<file path="src/rtl/eth_rmii_receiver.sv">
// RMII receive path: strips preamble/SFD, checks the Ethernet FCS and emits header
// and payload as 32-bit words, withholding the trailing FCS bytes.
module eth_rmii_receiver #(
  parameter int unsigned MAX_PAYLOAD_BYTES = 1460,
  parameter int unsigned HDR_WORDS         = 15
) (
  input  logic        clk_100_mhz,
  input  logic        rst_n,
  input  logic        rx_ce,
  input  logic        crs_dv,
  input  logic [1:0]  rx_d,
  output logic [31:0] out_word,
  output logic [9:0]  out_idx,
  output logic        out_valid,
  output logic        frame_done,
  output logic        frame_ok,
  output logic [2:0]  err_code,
  output logic [10:0] payload_bytes,
  output logic        busy
);
  localparam int unsigned IDX_W = 10;
  localparam int unsigned PAY_W = 11;
  localparam logic [31:0] CRC_POLY    = 32'hEDB88320;
  localparam logic [31:0] CRC_INIT    = 32'hFFFFFFFF;
  localparam logic [31:0] CRC_RESIDUE = 32'hDEBB20E3;
  localparam logic [1:0]  DIB_PRE     = 2'b01;
  localparam logic [1:0]  DIB_SFD     = 2'b11;
  localparam logic [2:0]  PRE_MIN     = 3'd4;
  localparam logic [IDX_W-1:0] TYPE_WORD     = IDX_W'(3);
  localparam logic [IDX_W-1:0] LAST_HDR_WORD = IDX_W'(HDR_WORDS - 1);
  localparam logic [IDX_W-1:0] FIRST_PAY_WORD = IDX_W'(HDR_WORDS);
  localparam logic [PAY_W-1:0] MAX_PAY       = PAY_W'(MAX_PAYLOAD_BYTES);
  localparam logic [2:0] ERR_NONE = 3'd0;
  localparam logic [2:0] ERR_CRC  = 3'd1;
  localparam logic [2:0] ERR_RUNT = 3'd2;
  localparam logic [2:0] ERR_ALGN = 3'd3;
  localparam logic [2:0] ERR_OVSZ = 3'd4;

  typedef enum logic [2:0] {IDLE, PREAMBLE, HEADER, PAYLOAD, DONE, DROP} state_t;

  function automatic logic [31:0] crc_byte(input logic [31:0] crc, input logic [7:0] b);
    logic [31:0] c;
    c = crc ^ {24'h0, b};
    for (int i = 0; i < 8; i++) c = c[0] ? ((c >> 1) ^ CRC_POLY) : (c >> 1);
    return c;
  endfunction

  state_t            state_q, state_d;
  logic              armed_q, armed_d;
  logic [2:0]        pre_cnt_q, pre_cnt_d;
  logic [1:0]        dib_cnt_q, dib_cnt_d;
  logic [5:0]        dib_sr_q, dib_sr_d;
  logic [31:0]       crc_q, crc_d;
  logic [31:0]       dly_q, dly_d;
  logic [2:0]        fill_q, fill_d;
  logic [23:0]       acc_q, acc_d;
  logic [1:0]        bcnt_q, bcnt_d;
  logic [IDX_W-1:0]  word_idx_q, word_idx_d;
  logic [PAY_W-1:0]  pay_cnt_q, pay_cnt_d;
  logic [2:0]        err_q, err_d;
  logic [31:0]       out_word_q, out_word_d;
  logic [IDX_W-1:0]  out_idx_q, out_idx_d;
  logic              out_valid_q, out_valid_d;
  logic              frame_done_q, frame_done_d;
  logic              frame_ok_q, frame_ok_d;
  logic [2:0]        err_code_q, err_code_d;
  logic [PAY_W-1:0]  payload_bytes_q, payload_bytes_d;
  logic              busy_q, busy_d;
  logic [7:0]        new_byte;
  logic              commit;

  always_ff @(posedge clk_100_mhz) begin
    if (!rst_n) begin
      state_q         <= IDLE;
      armed_q         <= 1'b0;
      pre_cnt_q       <= '0;
      dib_cnt_q       <= '0;
      dib_sr_q        <= '0;
      crc_q           <= CRC_INIT;
      dly_q           <= '0;
      fill_q          <= '0;
      acc_q           <= '0;
      bcnt_q          <= '0;
      word_idx_q      <= '0;
      pay_cnt_q       <= '0;
      err_q           <= ERR_NONE;
      out_word_q      <= '0;
      out_idx_q       <= '0;
      out_valid_q     <= 1'b0;
      frame_done_q    <= 1'b0;
      frame_ok_q      <= 1'b0;
      err_code_q      <= '0;
      payload_bytes_q <= '0;
      busy_q          <= 1'b0;
    end else begin
      state_q         <= state_d;
      armed_q         <= armed_d;
      pre_cnt_q       <= pre_cnt_d;
      dib_cnt_q       <= dib_cnt_d;
      dib_sr_q        <= dib_sr_d;
      crc_q           <= crc_d;
      dly_q           <= dly_d;
      fill_q          <= fill_d;
      acc_q           <= acc_d;
      bcnt_q          <= bcnt_d;
      word_idx_q      <= word_idx_d;
      pay_cnt_q       <= pay_cnt_d;
      err_q           <= err_d;
      out_word_q      <= out_word_d;
      out_idx_q       <= out_idx_d;
      out_valid_q     <= out_valid_d;
      frame_done_q    <= frame_done_d;
      frame_ok_q      <= frame_ok_d;
      err_code_q      <= err_code_d;
      payload_bytes_q <= payload_bytes_d;
      busy_q          <= busy_d;
    end
  end

  always_comb begin
    state_d         = state_q;
    armed_d         = armed_q;
    pre_cnt_d       = pre_cnt_q;
    dib_cnt_d       = dib_cnt_q;
    dib_sr_d        = dib_sr_q;
    crc_d           = crc_q;
    dly_d           = dly_q;
    fill_d          = fill_q;
    acc_d           = acc_q;
    bcnt_d          = bcnt_q;
    word_idx_d      = word_idx_q;
    pay_cnt_d       = pay_cnt_q;
    err_d           = err_q;
    out_word_d      = out_word_q;
    out_idx_d       = out_idx_q;
    out_valid_d     = 1'b0;
    frame_done_d    = 1'b0;
    frame_ok_d      = 1'b0;
    err_code_d      = ERR_NONE;
    payload_bytes_d = '0;
    new_byte        = {rx_d, dib_sr_q};
    commit          = 1'b0;

    case (state_q)
      IDLE: if (rx_ce) begin
        // armed only after crs_dv low, so a frame cut by reset is never resynced mid-stream
        if (!crs_dv) armed_d = 1'b1;
        else if (armed_q && rx_d == DIB_PRE) begin
          state_d   = PREAMBLE;
          pre_cnt_d = 3'd1;
        end
      end
      PREAMBLE: if (rx_ce) begin
        if (!crs_dv) state_d = IDLE;
        else if (rx_d == DIB_PRE) begin
          if (pre_cnt_q < PRE_MIN) pre_cnt_d = pre_cnt_q + 3'd1;
        end else if (rx_d == DIB_SFD && pre_cnt_q >= PRE_MIN) begin
          state_d    = HEADER;
          dib_cnt_d  = '0;
          crc_d      = CRC_INIT;
          fill_d     = '0;
          acc_d      = '0;
          bcnt_d     = '0;
          word_idx_d = '0;
          pay_cnt_d  = '0;
          err_d      = ERR_NONE;
        end else begin
          state_d = IDLE;
          armed_d = 1'b0;
        end
      end
      HEADER, PAYLOAD: if (rx_ce) begin
        if (!crs_dv) begin
          state_d = DONE;
          armed_d = 1'b1;
          if (state_q == HEADER)       err_d = ERR_RUNT;
          else if (dib_cnt_q != 2'd0)  err_d = ERR_ALGN;
          else if (crc_q != CRC_RESIDUE) err_d = ERR_CRC;
          else                         err_d = ERR_NONE;
        end else begin
          dib_sr_d  = new_byte[7:2];
          dib_cnt_d = dib_cnt_q + 2'd1;
          if (dib_cnt_q == 2'd3) begin
            // four-byte delay line keeps the FCS from ever being committed
            crc_d = crc_byte(crc_q, new_byte);
            dly_d = {dly_q[23:0], new_byte};
            if (fill_q == 3'd4) commit = 1'b1;
            else fill_d = fill_q + 3'd1;
          end
        end
      end
      DONE: begin
        if (bcnt_q != 2'd0 && word_idx_q >= FIRST_PAY_WORD) begin
          out_valid_d = 1'b1;
          out_idx_d   = word_idx_q;
          bcnt_d      = '0;
          case (bcnt_q)
            2'd1:    out_word_d = {acc_q[7:0], 24'h0};
            2'd2:    out_word_d = {acc_q[15:0], 16'h0};
            default: out_word_d = {acc_q, 8'h0};
          endcase
        end else begin
          state_d         = IDLE;
          frame_done_d    = 1'b1;
          frame_ok_d      = (err_q == ERR_NONE);
          err_code_d      = err_q;
          payload_bytes_d = pay_cnt_q;
        end
      end
      DROP: if (rx_ce && !crs_dv) begin
        state_d         = IDLE;
        armed_d         = 1'b1;
        frame_done_d    = 1'b1;
        err_code_d      = ERR_OVSZ;
        payload_bytes_d = MAX_PAY;
      end
      default: state_d = IDLE;
    endcase

    // pack committed bytes MSB-first; the EtherType word closes after two bytes
    if (commit) begin
      if (state_q == PAYLOAD && pay_cnt_q == MAX_PAY) begin
        state_d = DROP;
      end else begin
        if (state_q == PAYLOAD) pay_cnt_d = pay_cnt_q + PAY_W'(1);
        acc_d  = {acc_q[15:0], dly_q[31:24]};
        bcnt_d = bcnt_q + 2'd1;
        if (bcnt_q == 2'd3 || (word_idx_q == TYPE_WORD && bcnt_q == 2'd1)) begin
          out_valid_d = 1'b1;
          out_idx_d   = word_idx_q;
          out_word_d  = (word_idx_q == TYPE_WORD) ? {16'h0, acc_q[7:0], dly_q[31:24]}
                                                  : {acc_q, dly_q[31:24]};
          word_idx_d  = word_idx_q + IDX_W'(1);
          bcnt_d      = '0;
          if (word_idx_q == LAST_HDR_WORD) state_d = PAYLOAD;
        end
      end
    end

    busy_d = frame_done_d || (state_d inside {HEADER, PAYLOAD, DONE, DROP});
  end

  assign out_word      = out_word_q;
  assign out_idx       = out_idx_q;
  assign out_valid     = out_valid_q;
  assign frame_done    = frame_done_q;
  assign frame_ok      = frame_ok_q;
  assign err_code      = err_code_q;
  assign payload_bytes = payload_bytes_q;
  assign busy          = busy_q;
endmodule

</file>
<file path="config.mk">
export PLATFORM = sky130hd
export DESIGN_NAME = eth_rmii_receiver
export DESIGN_NICKNAME = d
export VERILOG_FILES = /design/src/rtl/eth_rmii_receiver.sv
export SDC_FILE = /design/constraint.sdc
export NUM_CORES = 1
export LEC_CHECK = 0
export ABC_AREA = 1
export BUFFER_PORTS_ARGS = -buffer_cell sky130_fd_sc_hd__buf_4
export CORE_UTILIZATION = 35
export CTS_BUF_LIST = sky130_fd_sc_hd__clkbuf_4
export DETAILED_ROUTE_END_ITERATION = 16
export PLACE_DENSITY = 0.53
export SLEW_MARGIN = 10
export SYNTH_ARGS = -nofsm -noshare
export SYNTH_HDL_FRONTEND = slang
export SYNTH_SLANG_ARGS = --single-unit
</file>
<file path="constraint.sdc">
create_clock -name clk_100_mhz -period 2.3 [get_ports clk_100_mhz]
set_input_delay 0.115 -clock clk_100_mhz [delete_from_list [all_inputs] [get_ports clk_100_mhz]]
set_output_delay 0.115 -clock clk_100_mhz [all_outputs]
set_load 0.005 [all_outputs]
</file>
==> flow_metrics.py, run 1 <==
metrics = {
    "critical_path": {
        "rr_startpoint": "state_q[1]",
        "worstPathArrival_ns": 2.55,
        "cp_cell_sequence": "inv_2, nor2_2, nand3_4, nor2_4, nand2_4, clkinv_2, buf_4, nand2_1, o21ai_0, nand2_1, nor2_1",
        "critPathLaunchType": "flip-flop",
        "cpPeakStageDelay_ns": 0.39,
        "startpoint": "state_q[1]",
        "endpoint_kind": "flip-flop",
        "path_common_cell": "nand2_1",
        "worstPathRequired_ns": 2.80,
        "timing.rr.end": "pay_cnt_q[10]",
        "crit_end": "pay_cnt_q[10]",
        "regToRegSetupSlack_ns": 0.26,
        "worstPathMaxFanout": 30,
        "path_depth": 11,
        "slowest_stage": "dfxtp_1",
        "crit_type": "flip-flop to flip-flop",
        "cp_top_family": "simple AND/OR/NAND/NOR gates",
        "r2r_cells": 11,
        "cp_num_buf_inv": 3,
    },
    "sta": {
        "tns_ns": 0,
        "max_freq_ghz": 0.489,
        "slew_headroom_pct": 64.9,
        "period_share_pct": 88.8,
        "skew_ns": 0.0408,
        "min_period_ns": 2.04,
        "slew_violations": 0,
        "whs_ns": 0.413,
        "tightest_slew_ns": 0.522,
        "finalHoldViolations": 0,
        "rsz0062_at_grt": "false",
        "setup_slack_ns": 0.257,
        "setup_viol": 0,
    },
    "logic_synthesis": {
        "seq_area_frac_synth_pct": 40.4,
        "synth_cell_types": 44,
        "synth_area_leaders": "dfxtp_1 (40%), nand2_1 (13%), nor2_1 (7.6%)",
        "async_flop_share_pct": 0,
        "syn_inst": 1403,
        "ys_ff_latch": 191,
        "synth.most_common_cell": "nand2_1",
        "synth_ff_type": "dfxtp_1",
        "synth_top_area_share_pct": 40.4,
        "synth_area_um2": 9480,
        "yosys-top-cells-count": "nand2_1 (339), nor2_1 (193), dfxtp_1 (191), inv_1 (122), nand3_1 (113)",
        "ys_warn_count": 0,
        "synthesis.nets": 1422,
        "syn_avg_cell_area_um2": 6.75,
        "yosysTopAreaCell": "dfxtp_1",
        "synth_edf_count": 0,
    },
    "pwr": {
        "vdd_drop_max_v": 0.000440,
        "cellLeakagePower_nw": 4.64,
        "p_per_area_nw_per_um2": 521,
        "p_seq_share_pct": 59.3,
        "power_mw": 5.60,
        "internal_power_mw": 4.18,
        "switching_share_pct": 25.4,
        "power_frac_clock_pct": 36.8,
        "combPwrFrac_pct": 3.9,
        "power_switching_mw": 1.42,
    },
    "cts": {
        "cts_buffer_depth": 2,
        "cts_sinks": 191,
        "cts_inserted_buffers": 17,
        "insertion_delay_ns": 0.59,
        "ctsRootBufferMaster": "clkbuf_4",
        "cts_tree": "done",
        "cts_setup_buffers": 0,
        "htreeDepth": 4,
        "clk_pin_slew_ns": 0.16,
    },
    "global_route": {
        "grt-ovfl-total": 0,
        "grt_antenna_before_repair": 1,
        "grt_max_degree": 41,
        "grt_usage_pct": 19.5,
        "grt_pass1_vias": 8281,
        "grt_pass1_wl_mm": 43.5,
    },
    "floorplan": {
        "initial_core_util_pct": 36.1,
        "die_y_um": 167,
        "rows": 59,
        "core_area_um2": 26300,
        "die_x_um": 167,
        "dieArea_um2": 27700,
        "ios": 66,
    },
    "worst_hold_path": {
        "hp-class": "input port to flip-flop",
    },
    "drt": {
        "drt_iter0_markers": 614,
        "first_pass_iters": 12,
        "vias": 8863,
        "post_drt_wl_per_cell_um": 14.7,
        "ant_nets": 0,
        "wl_mm": 26.7,
        "vias_per_cell": 4.89,
        "drc": 6,
    },
    "final_layout": {
        "drive_gt1_share_pct": 11.5,
        "area_delta_synth_final_pct": 13.5,
        "nets": 1483,
        "stdcell_count": 1813,
        "postLayoutCoreUtil_pct": 40.9,
        "final_cell_area_um2": 10800,
    },
    "outcome": {
        "outcome": "complete, but fails checks",
        "violations": "design-rule violations",
    },
    "job": {
        "drv_cap": 0,
    },
    "placed_design": {
        "hpwl_mm": 19.2,
        "dp_cells": 1773,
        "dpl_cell_area_um2": 10300,
        "pre_cts_ws_ns": 0.151,
        "port_buffers": 65,
        "gp_routability_congestion": 0.834,
    },
}
final cells by class:
type                       instances  area, um^2
fill                            2822       15500
multi-input combinational       1011        4820
sequential                       191        3820
timing repair buffer             108         853
inverter                         135         515
tap                              335         419
clock inverter                    14         181
clock buffer                      18         135
antenna                            1        2.50
power groups by stage:
stage	Clock, mW	Combinational (mW)	Sequential, mW
after detailed placement	0	0.209	3.39
after CTS	2.12	0.219	3.32
final	2.06	0.218	3.32
after global placement	0	0.210	3.39
after floorplan	0	0.142	3.39
after global routing	2.25	0.248	3.33
worst register-to-register path, stage by stage (launching register included):
cell	delay, ns
dfxtp_1	0.39
inv_2	0.08
nor2_2	0.28
nand3_4	0.14
nor2_4	0.15
nand2_4	0.13
clkinv_2	0.12
buf_4	0.34
nand2_1	0.12
o21ai_0	0.09
nand2_1	0.06
nor2_1	0.07
what timing repair did:
action,4_1_cts,5_1_grt
hold endpoints to repair,37,0
resized for setup,0,3
hold buffers,7,0
endpoints found under the setup margin,0,12
worst min path at each step:
| stage | start | endpoint | slack (ns) | cells past startpoint |
|---|---|---|---|---|
| final | rx_d[0] | dib_sr_q[4] | 0.41 | 4 |
| after global routing | rx_d[0] | dib_sr_q[4] | 0.41 | 4 |
| after CTS | rx_d[0] | dib_sr_q[4] | 0.37 | 4 |
| after detailed placement | err_q[0] | err_code[0] | 0.45 | 2 |
| after global placement | err_q[0] | err_code[0] | 0.44 | 2 |
| after floorplan | rx_d[1] | dly_q[7] | 0.28 | 2 |
routing by layer:
metal | vias up | share of wire, % | GRT usage, %
li1 | 4666 | - | -
met1 | 4011 | 48 | 26.1
met4 | 0 | 0.96 | 3.95
met5 | - | 0 | 0
met3 | 16 | 3.7 | 3.37
met2 | 170 | 48 | 32.7
state kept, by name, summed over array words and instances (netlist names), 6 cells and up:
signal / count
out_word: 32
crc_q: 32
pay_cnt_q: 11
out_idx: 10
word_idx_q: 10
payload_bytes: 11
dib_sr_q: 6
acc_q: 24
dly_q: 32
kinds of logic after synthesis:
| logic type | Yosys count | share of synthesized area, % |
|---|---|---|
| AOI/OAI and AO/OA | 264 | 14.9 |
| xor gates and xnor gates | 29 | 2.68 |
| adders and majority gates | 13 | 1.72 |
| buffers and inverters | 201 | 8.87 |
| and+or+nand+nor | 705 | 31.5 |
| DFF | 191 | 40.4 |
layout by cell type (no fill, tap or decap), types with 3 or more instances in the layout:
master	instances
o221ai_1	7
inv_2	10
nor4_1	3
a22oi_1	4
a211oi_1	4
buf_4	99
nor2_2	3
nand2_1	339
dlygate4sd3_1	7
nor3_1	17
o21ai_1	11
o211ai_1	9
o21ai_0	112
xnor2_1	7
clkbuf_4	18
a21oi_1	110
nor2_1	193
bufinv_16	3
nand2_2	7
nor3_2	3
inv_6	5
nand4_1	12
dfxtp_1	191
ha_1	13
nand3_1	113
inv_1	122
xor2_1	22
(Power assumes the default switching activity.)
==> inputs of run 2 (changes only) <==
Settings changed: CORE_UTILIZATION 35 to 43, PLACE_DENSITY 0.53 to 0.62, SLEW_MARGIN 10 to 20.
==> flow_metrics.py, run 2 (synthesis results as in run 1) <==
metrics = {
    "final_layout": {
        "nets": 1475,
        "fillers": 2194,
        "final_cell_area_um2": 10600,
        "drive_gt1_share_pct": 11.0,
        "layout_commonest_cell": "nand2_1",
        "area_delta_synth_final_pct": 11.7,
        "final_cell_mix": "nand2_1 (339), nor2_1 (193), dfxtp_1 (191)",
    },
    "sta": {
        "tns_ns": 0,
        "setup_viol": 0,
        "period_share_pct": 90.2,
        "setup_slack_ns": 0.224,
        "tightest_slew_ns": 0.761,
        "rsz0062_at_grt": "false",
        "finalHoldViolations": 0,
        "skew_ns": 0.0276,
        "slew_headroom_pct": 49.2,
        "whs_ns": 0.364,
        "min_period_ns": 2.08,
        "slew_violations": 0,
        "max_freq_ghz": 0.482,
    },
    "placed_design": {
        "port_buffers": 65,
        "hpwl_mm": 18.2,
        "gp_routability_congestion": 0.874,
        "dpl_cell_area_um2": 10200,
        "pre_cts_ws_ns": 0.0529,
    },
    "floorplan": {
        "initial_core_util_pct": 44.5,
        "die_y_um": 150,
        "ios": 66,
        "rows": 53,
        "die_x_um": 150,
        "core_area_um2": 21300,
        "dieArea_um2": 22600,
    },
    "critical_path": {
        "worstPathMaxFanout": 30,
        "regToRegSetupSlack_ns": 0.22,
        "worstPathRequired_ns": 2.81,
        "r2r_cells": 12,
        "cpPeakStageDelay_ns": 0.37,
        "worstPathArrival_ns": 2.58,
        "rr_startpoint": "pay_cnt_q[0]",
        "slowest_stage": "dfxtp_1",
        "timing.rr.end": "pay_cnt_q[10]",
        "endpoint_kind": "flip-flop",
        "critPathLaunchType": "flip-flop",
        "cp_cell_sequence": "inv_1, ha_1, nand2_1, nor3_2, nand4_2, nand2_4, clkinv_2, buf_4, nand2_1, o21ai_0, nand2_1, nor2_1",
        "path_common_cell": "nand2_1",
        "crit_type": "flip-flop to flip-flop",
    },
    "cts": {
        "insertion_delay_ns": 0.61,
        "cts_inserted_buffers": 17,
        "cts_buffer_depth": 2,
        "clk_pin_slew_ns": 0.17,
        "htreeDepth": 4,
        "ctsRootBufferMaster": "clkbuf_4",
        "cts_tree": "done",
        "cts_setup_buffers": 0,
        "cts_sinks": 191,
    },
    "global_route": {
        "grt-ovfl-total": 0,
        "grt_antenna_before_repair": 1,
        "grt_pass1_vias": 8285,
        "grt_pass1_wl_mm": 41.9,
        "grt_usage_pct": 23.5,
        "grt_max_degree": 65,
    },
    "drt": {
        "post_drt_wl_per_cell_um": 14.6,
        "drc": 0,
        "vias_per_cell": 5.22,
        "ant_nets": 0,
        "wl_mm": 25.4,
        "vias": 9101,
        "first_pass_iters": 5,
        "drt_iter0_markers": 596,
    },
    "outcome": {
        "outcome": "finished, final reports clean",
    },
    "pwr": {
        "cellLeakagePower_nw": 4.58,
        "p_per_area_nw_per_um2": 511,
        "vdd_drop_max_v": 0.000321,
    },
    "worst_hold_path": {
        "hp-class": "input port to flip-flop",
        "whs_endpoint": "dib_sr_q[4]",
        "hold_depth": 4,
        "worstHoldStart": "rx_d[0]",
    },
    "job": {
        "drv_cap": 0,
    },
}
-- run 2: worst max-delay path: cells and delay by family (launching register included) --
kind	cells	cell delay, ns
and+or+nand+nor	7	0.87
DFF	1	0.37
buffers and inverters	3	0.49
adders and majority gates	1	0.16
AOI/OAI and AO/OA	1	0.08
-- run 2: per-stage QoR --
stage | power [mW] | std cells | utilization [%]
3_3_place_gp | 3.60 | 1706 | 48.0
3_5_place_dp | 3.60 | 1706 | 48.0
4_1_cts | 5.46 | 1744 | 49.6
5_1_grt | 5.63 | 1745 | 49.7
6_report | 5.40 | 1745 | 49.7
2_1_floorplan | 3.53 | 1403 | -
-- run 2: where the power goes --
| group | internal (mW) | switching, mW | leakage, nW |
|---|---|---|---|
| logic | 0.0656 | 0.151 | 2.89 |
| registers | 3.32 | 0.00570 | 1.54 |
| clock network | 0.594 | 1.27 | 0.156 |
| total | 3.98 | 1.43 | 4.58 |
-- run 2: worst max path at each step --
stage	start	end	cells past startpoint
floorplan	pay_cnt_q[0]	out_word[17]	12
global placement	pay_cnt_q[0]	out_idx[9]	12
detailed placement	pay_cnt_q[0]	out_idx[9]	12
CTS	pay_cnt_q[0]	out_idx[9]	12
global route	pay_cnt_q[0]	pay_cnt_q[10]	12
finish	pay_cnt_q[0]	pay_cnt_q[10]	12
-- run 2: final cells by class --
type | count | area (um^2) | area share [%]
clock buffers | 18 | 135 | 1.28
inverters | 135 | 513 | 4.85
repair buffers | 100 | 791 | 7.47
multi-input cells | 1011 | 4820 | 45.6
well taps | 275 | 344 | 3.25
flip-flops and latches | 191 | 3820 | 36.1
diodes | 1 | 2.50 | 0.0236
clock inverters | 14 | 149 | 1.41
-- run 2: what timing repair did --
action,4_1_cts,5_1_grt
endpoints found under the hold margin,30,0
gates resized for setup,0,2
endpoints found under the setup margin,0,46
hold buffers,6,0
-- run 2: layer usage --
layer | GRT usage, % | share of wire [%]
met5 | 0 | 0
met4 | 8.69 | 2.4
met3 | 3.64 | 5.2
met2 | 37.9 | 46
met1 | 31.5 | 46
